### src/rtl/sprite_pkg.sv
// Shared constants, FSM state type and orientation-to-row mapping for the
// Rojobot sprite animation scheduler.
package sprite_pkg;
  localparam int SPRITE_COLS    = 34;
  localparam int SPRITE_ROWS    = 34;
  localparam int NUM_FRAME_COLS = 3;
  localparam int NUM_FRAME_ROWS = 8;
  localparam int IDLE_COL       = 1;
  localparam int ROW_STRIDE     = SPRITE_ROWS * NUM_FRAME_COLS * SPRITE_COLS;

  typedef enum logic {IDLE, RUN} state_e;

  function automatic logic [2:0] orient2row(input logic [2:0] orient);
    logic [2:0] row;
    case (orient)
      3'd0:    row = 3'd1;
      3'd1:    row = 3'd7;
      3'd2:    row = 3'd3;
      3'd3:    row = 3'd5;
      3'd4:    row = 3'd0;
      3'd5:    row = 3'd4;
      3'd6:    row = 3'd2;
      default: row = 3'd6;
    endcase
    return row;
  endfunction
endpackage

### src/rtl/anim_timer.sv
// Loadable down-counter; expire_o pulses on the enabled cycle it sits at zero,
// and the counter reloads in that same cycle.
module anim_timer #(
  parameter int          W       = 24,
  parameter logic [W-1:0] RST_VAL = '0
) (
  input  logic         clk,
  input  logic         reset,
  input  logic         en_i,
  input  logic         load_i,
  input  logic [W-1:0] reload_i,
  output logic         expire_o
);
  logic [W-1:0] cnt_q, cnt_d;

  assign expire_o = en_i && !load_i && (cnt_q == '0);

  always_comb begin
    cnt_d = cnt_q;
    if (load_i)        cnt_d = reload_i;
    else if (expire_o) cnt_d = reload_i;
    else if (en_i)     cnt_d = cnt_q - 1'b1;
  end

  always_ff @(posedge clk or negedge reset) begin
    if (!reset) cnt_q <= RST_VAL;
    else        cnt_q <= cnt_d;
  end
endmodule

### src/rtl/sprite_anim_ctrl.sv
// Sprite animation scheduler: ping-pong column stepping, orientation row, and
// vblank-aligned commit. Define SPRITE_ANIM_SPEED_EN to scale step rate by speed.
module sprite_anim_ctrl
  import sprite_pkg::*;
#(
  parameter int ANIMATION_COUNTDOWN = 8_000_000
) (
  input  logic        clk,
  input  logic        reset,
  input  logic        vblank_tick,
  input  logic [7:0]  BotInfo_reg,
  output logic [1:0]  frame_col,
  output logic [2:0]  frame_row,
  output logic [31:0] frame_base_addr,
  output logic        frame_update
);
  localparam int          CNT_W    = $clog2(ANIMATION_COUNTDOWN + 1);
  localparam logic [1:0]  LAST_COL = 2'(NUM_FRAME_COLS - 1);
  localparam logic [1:0]  IDLE_C   = 2'(IDLE_COL);
  localparam logic [31:0] RST_BASE = 32'(ROW_STRIDE + IDLE_COL * SPRITE_COLS);

  state_e      state_q, state_d;
  logic        pending_q, pending_d;
  logic        dir_q, dir_d;          // 0 = +1, 1 = -1
  logic [1:0]  col_q, col_d;
  logic [2:0]  row_q, row_d;
  logic [31:0] base_q, base_d;
  logic        upd_q, upd_d;

  logic [3:0]       speed;
  logic             moving, expire;
  logic [CNT_W-1:0] reload;

  assign speed  = BotInfo_reg[7:4];
  assign moving = (speed != 4'd0);

`ifdef SPRITE_ANIM_SPEED_EN
  logic [2:0] shamt;
  always_comb begin
    shamt = 3'd0;
    if (speed > 4'd8)       shamt = 3'd7;
    else if (speed != 4'd0) shamt = 3'(speed - 4'd1);
  end
  assign reload = CNT_W'(ANIMATION_COUNTDOWN) >> shamt;
`else
  assign reload = CNT_W'(ANIMATION_COUNTDOWN);
`endif

  // Held at reload while idle so the first RUN step takes a full period.
  anim_timer #(
    .W       (CNT_W),
    .RST_VAL (CNT_W'(ANIMATION_COUNTDOWN))
  ) u_timer (
    .clk      (clk),
    .reset    (reset),
    .en_i     (state_q == RUN),
    .load_i   (state_q == IDLE),
    .reload_i (reload),
    .expire_o (expire)
  );

  // Ends force the direction, so a stale dir can never push col out of range.
  logic       down, dir_step;
  logic [1:0] col_step;
  always_comb begin
    down     = (col_q >= LAST_COL) || (dir_q && col_q != 2'd0);
    col_step = down ? col_q - 2'd1 : col_q + 2'd1;
    dir_step = (col_step == LAST_COL) ? 1'b1 : (col_step == 2'd0) ? 1'b0 : down;
  end

  always_comb begin
    state_d   = state_q;
    pending_d = pending_q;
    dir_d     = dir_q;
    col_d     = col_q;
    row_d     = row_q;
    base_d    = base_q;
    upd_d     = 1'b0;

    case (state_q)
      IDLE: begin
        pending_d = 1'b0;
        if (moving) begin
          state_d = RUN;
          dir_d   = 1'b0;
        end
      end
      default: begin
        if (expire) pending_d = 1'b1;
        if (!moving) begin
          state_d   = IDLE;
          pending_d = 1'b0;
        end
      end
    endcase

    if (vblank_tick) begin
      row_d = orient2row(BotInfo_reg[2:0]);
      if (state_q == IDLE || !moving) begin
        col_d = IDLE_C;
        dir_d = 1'b0;
      end else if (pending_q || expire) begin
        col_d     = col_step;
        dir_d     = dir_step;
        pending_d = 1'b0;
      end
      base_d = 32'(row_d) * ROW_STRIDE + 32'(col_d) * SPRITE_COLS;
      upd_d  = (col_d != col_q) || (row_d != row_q);
    end
  end

  always_ff @(posedge clk or negedge reset) begin
    if (!reset) begin
      state_q   <= IDLE;
      pending_q <= 1'b0;
      dir_q     <= 1'b0;
      col_q     <= IDLE_C;
      row_q     <= 3'd1;
      base_q    <= RST_BASE;
      upd_q     <= 1'b0;
    end else begin
      state_q   <= state_d;
      pending_q <= pending_d;
      dir_q     <= dir_d;
      col_q     <= col_d;
      row_q     <= row_d;
      base_q    <= base_d;
      upd_q     <= upd_d;
    end
  end

  assign frame_col       = col_q;
  assign frame_row       = row_q;
  assign frame_base_addr = base_q;
  assign frame_update    = upd_q;
endmodule
### config.mk
export PLATFORM = sky130hd
export DESIGN_NAME = sprite_anim_ctrl
export DESIGN_NICKNAME = d
export VERILOG_FILES = /design/src/rtl/sprite_pkg.sv /design/src/rtl/anim_timer.sv /design/src/rtl/sprite_anim_ctrl.sv
export SDC_FILE = /design/constraint.sdc
export NUM_CORES = 1
export LEC_CHECK = 0
export ABC_AREA = 1
export BUFFER_PORTS_ARGS = -buffer_cell sky130_fd_sc_hd__buf_2
export CORE_MARGIN = 1.5
export CORE_UTILIZATION = 45
export DETAILED_ROUTE_END_ITERATION = 8
export PLACE_DENSITY = 0.66
export RECOVER_POWER = 25
export SLEW_MARGIN = 30
export SYNTH_ARGS = -nofsm -noshare
export SYNTH_HDL_FRONTEND = slang
export SYNTH_SLANG_ARGS = --single-unit
### constraint.sdc
create_clock -name clk -period 6.49 [get_ports clk]
set_clock_uncertainty 0.1 [all_clocks]
set_input_delay 0.9735 -clock clk [delete_from_list [all_inputs] [get_ports clk]]
set_output_delay 0.9735 -clock clk [all_outputs]
set_load 0.005 [all_outputs]
==> results_tabular.tex <==
\begin{tabular}{lr}
\hline
Metric & Value \\
\hline
\multicolumn{2}{l}{\textbf{Global routing}} \\
\quad Via count of the first global-routing pass & 2,268 \\
\quad GRT Overall Usage & around 17\% \\
\quad Wire length of the first global-routing pass & approximately 9900 um \\
\quad Pin count of the biggest net entering global routing & 47 \\
\quad Initial antenna violation count & 0 \\
\quad Grt total ovfl & 0 \\
\multicolumn{2}{l}{\textbf{Synth}} \\
\quad Cell types with the largest area share after synthesis & sky130\_fd\_sc\_hd\_\_dfrtp\_1 26\%, sky130\_fd\_sc\_hd\_\_dfstp\_2 14\%, sky130\_fd\_sc\_hd\_\_nand2\_1 11\% \\
\quad Area share of the largest cell type after synthesis & 25.8\% \\
\quad Yosys top cell by area & sky130\_fd\_sc\_hd\_\_dfrtp\_1 \\
\quad Post-Synthesis Cell Area & between 0.002 and 0.003 mm2 \\
\quad Leading cell types by count after synthesis & 87 x sky130\_fd\_sc\_hd\_\_nand2\_1, 35 x sky130\_fd\_sc\_hd\_\_inv\_1, 30 x sky130\_fd\_sc\_hd\_\_dfrtp\_1, 30 x sky130\_fd\_sc\_hd\_\_nor2\_1, 19 x sky130\_fd\_sc\_hd\_\_buf\_4 \\
\quad Yosys cell types & 38 \\
\quad Yosys synthesis warning count & 0 \\
\quad Flip-flop and latch count after synthesis & 46 \\
\quad Number of standard cells after synthesis & about 360 \\
\quad Share of synthesized registers carrying an async set or reset & 100\% \\
\quad Most numerous cell in the Yosys netlist & sky130\_fd\_sc\_hd\_\_nand2\_1 \\
\quad Top flip-flop cell by instance count after synthesis & sky130\_fd\_sc\_hd\_\_dfrtp\_1 \\
\quad Count of flip-flops with a built-in enable after synthesis & 0 \\
\quad Sequential cell area fraction in the yosys report & about 40\% \\
\quad Synthesized area divided by synthesized cell count & $\sim$8.1 um2 \\
\multicolumn{2}{l}{\textbf{Drt}} \\
\quad Vias per Instance & about 5 \\
\quad DR DRC count & 0 \\
\quad Detailed-route wire length & approximately 5500 um \\
\quad Starting DRT DRC Count & 111 \\
\quad Vias & approximately 2,300 \\
\quad Wire per inst & 11.7 um \\
\quad Number of routed nets with antenna violations & 0 \\
\quad Drt pass-1 iters & 4 \\
\multicolumn{2}{l}{\textbf{CTS}} \\
\quad Worst-skew pair later-pin latency & approximately 0.30 ns \\
\quad Number of gates resized after CTS & 0 \\
\quad Number of CTS-inserted buffers & 5 \\
\quad Max Buffers Root-to-Sink & 2 \\
\quad Post-CTS Setup Repair Bufs & 0 \\
\quad Root buf cell & sky130\_fd\_sc\_hd\_\_clkbuf\_8 \\
\quad Clock tree from TritonCTS & done \\
\quad Post-cts hold buffer count & 0 \\
\quad CTS H-tree lvls & 2 \\
\quad CTS sink cnt & 46 \\
\quad Clock slew at the register clock pins of the worst setup and hold paths & approximately 0.080 ns \\
\multicolumn{2}{l}{\textbf{Timing}} \\
\quad Normalized max-slew margin & -61.8\% \\
\quad Final count of pins violating max slew & 47 \\
\quad Final cycle utilization of the critical path & approximately half \\
\quad Summed negative setup slack over all endpoints & 0 ns \\
\quad Post-layout minimum cycle time & between 3 and 4 ns \\
\quad Setup violations, final & 0 \\
\quad Unrepaired setup endpoints after global routing & no \\
\quad Final number of hold-violating endpoints & 0 \\
\quad Max frequency & roughly 300 MHz \\
\quad Slew at the pin closest to its max-slew limit & roughly 2.4 ns \\
\multicolumn{2}{l}{\textbf{Worst setup path}} \\
\quad Count of buffering cells on the critical path with inverters included & 2 \\
\quad Required time of the worst setup path & between 6 and 7 ns \\
\quad CP Capture Type & flip-flop \\
\quad Startpoint-to-endpoint class of the critical path & primary input to flip-flop \\
\quad Largest stage delay on the critical path & 0.33 ns \\
\quad Launching element type of the critical path & primary input \\
\quad Cell at the slowest stage of the critical path & sky130\_fd\_sc\_hd\_\_ha\_1 \\
\quad Highest fanout seen on the critical path & 7 \\
\quad Critical path cell sequence & buf\_2 -> inv\_1 -> nand2\_1 -> nand3\_1 -> nand2\_1 -> ha\_1 -> ha\_1 -> xor2\_1 -> ha\_1 -> nand2\_1 -> o21ai\_2 -> nand3\_1 -> nor2\_1 -> nand2\_1 -> nand3\_1 -> nand2\_1 \\
\quad Data arrival time at the worst-slack endpoint & 3.41 ns \\
\quad Crit-path leading delay family & simple AND/OR/NAND/NOR gates \\
\quad Cell occurring most often along the worst timing path & sky130\_fd\_sc\_hd\_\_nand2\_1 \\
\multicolumn{2}{l}{\textbf{Power}} \\
\quad Static Leak & approximately 0.0016 uW \\
\quad Design Power & between 800 and 900 uW \\
\quad Worst ir drop on vdd & $\sim$0.16 mV \\
\quad Power density over the cells & between 200 and 300 mW/mm2 \\
\multicolumn{2}{l}{\textbf{Floorplan}} \\
\quad Number of standard-cell rows in the floorplan & 29 \\
\quad Number of ports placed on the die boundary & between 40 and 50 \\
\quad Core region area & $\sim$0.0063 mm2 \\
\quad Horizontal die dimension & 83.5 um \\
\quad Initial Util & 46.2\% \\
\quad Die ar. & 0.00697 mm2 \\
\quad Die span in y & $\sim$83 um \\
\multicolumn{2}{l}{\textbf{Outcome}} \\
\quad Status & finished, violations left \\
\quad Violated checks & capacitance limit, slew limit \\
\multicolumn{2}{l}{\textbf{Cells and area}} \\
\quad Fraction of final layout cells with drive strength greater than 1 & a little under a quarter \\
\quad Number of antenna diodes & 0 \\
\quad Number of nets in the layout & 415 \\
\quad Area delta synth->final & 8.20\% \\
\multicolumn{2}{l}{\textbf{Placement}} \\
\quad Buffers added on ports & 30 \\
\quad Final weighted congestion in routability-driven placement & 0.844 \\
\quad Final HPWL DP & between 4000 and 5000 um \\
\multicolumn{2}{l}{\textbf{Min path}} \\
\quad Worst hold path class & flip-flop to flip-flop \\
\multicolumn{2}{l}{\textbf{Run}} \\
\quad Maxcap violations & 1 \\
\hline
\end{tabular}
-- tightest hold or removal path: stages (launching register included) --
cell	delay [ns]
sky130_fd_sc_hd__dfstp_2	0.37
sky130_fd_sc_hd__nand2_1	0.05
sky130_fd_sc_hd__nand2_1	0.04
-- power breakdown --
group | internal [uW] | switching (uW)
registers | 349 | 45.9
logic | 113 | 149
clock network | 85.8 | 101
-- path summary, 6_finish.rpt --
check | start | end | slack, ns | cells after the start
setup reg to reg | u_timer.cnt_q[14]$_DFF_PN0_ | frame_base_addr[14]$_DFFE_PN0P_ | 3.73 | 16
min in group asynchronous | reset | u_timer.cnt_q[8]$_DFF_PN0_ | 1.31 | 1
max in group asynchronous | reset | frame_row[1]$_DFFE_PN0P_ | 3.60 | 1
hold reg to reg | frame_base_addr[2]$_DFFE_PN1P_ | frame_base_addr[2]$_DFFE_PN1P_ | 0.36 | 2
hold / removal | frame_base_addr[2]$_DFFE_PN1P_ | frame_base_addr[2]$_DFFE_PN1P_ | 0.36 | 2
setup / recovery | BotInfo_reg[0] | frame_base_addr[13]$_DFFE_PN0P_ | 3.17 | 16
-- metal layers --
layer  vias to the layer above  track usage (%)  wire (um)
li1                       1162                -          -
met3                        15             2.87        168
met5                         -                0          0
met4                         0             7.30        157
met2                        41             28.6       2660
met1                      1062             21.9       2490
-- sequential cells by signal, indices dropped and copies added, names as in the netlist --
register         count
dir_q                1
u_timer.cnt_q       23
frame_update         1
state_q              1
frame_base_addr     14
pending_q            1
frame_row            3
frame_col            2
-- cells by family after synthesis --
group	Yosys count	share of synthesized area, %
XOR/XNOR	20	6.01
AND/OR/NAND/NOR	181	30.3
adder cells (fa/ha/maj)	14	6.01
buffers and inverters	64	10.7
other	1	0.129
AO/OA/AOI/OAI	35	6.70
flip-flops	46	40.2
-- per-stage QoR --
| stage | instance area, um2 | cells | worst slack, ns | hold WS [ns] | utilization, % |
|---|---|---|---|---|---|
| global route | 3150 | 468 | 2.92 | 0.384 | 50.0 |
| CTS | 3160 | 468 | 3.18 | 0.367 | 50.0 |
| floorplan | 2980 | 377 | 3.35 | 0.353 | - |
| detailed placement | 3060 | 460 | 2.85 | 0.353 | 48.5 |
| global placement | 3060 | 460 | 2.89 | 0.354 | 48.5 |
| finish | 3150 | 468 | 3.17 | 0.365 | 50.0 |
-- layout make-up --
class,count,area (um2)
fillers,645,3160
multi-input cells,267,1490
flip-flops and latches,46,1170
inverters,40,150
repair buffers,30,149
well taps,77,96.3
clock buffers,6,82.6
clock inverters,2,12.5
-- placed cells by master, fill, tap and decap left out, types with 3 or more instances in the layout --
| master | count |
|---|---|
| sky130_fd_sc_hd__o21ai_1 | 5 |
| sky130_fd_sc_hd__buf_2 | 29 |
| sky130_fd_sc_hd__ha_1 | 14 |
| sky130_fd_sc_hd__nor2_4 | 3 |
| sky130_fd_sc_hd__xor2_1 | 14 |
| sky130_fd_sc_hd__nor2_1 | 30 |
| sky130_fd_sc_hd__inv_1 | 35 |
| sky130_fd_sc_hd__nand2_2 | 6 |
| sky130_fd_sc_hd__nand3_1 | 18 |
| sky130_fd_sc_hd__nor2_2 | 14 |
| sky130_fd_sc_hd__nand4_1 | 5 |
| sky130_fd_sc_hd__o21ai_0 | 16 |
| sky130_fd_sc_hd__conb_1 | 17 |
| sky130_fd_sc_hd__or2_1 | 3 |
| sky130_fd_sc_hd__o21bai_1 | 3 |
| sky130_fd_sc_hd__clkbuf_8 | 6 |
| sky130_fd_sc_hd__dfrtp_1 | 30 |
| sky130_fd_sc_hd__xnor2_1 | 6 |
| sky130_fd_sc_hd__nand2_1 | 87 |
| sky130_fd_sc_hd__a21oi_1 | 6 |
| sky130_fd_sc_hd__or2_2 | 3 |
| sky130_fd_sc_hd__inv_2 | 4 |
| sky130_fd_sc_hd__dfstp_2 | 16 |
No activity file was read; power rests on OpenSTA's default activity.
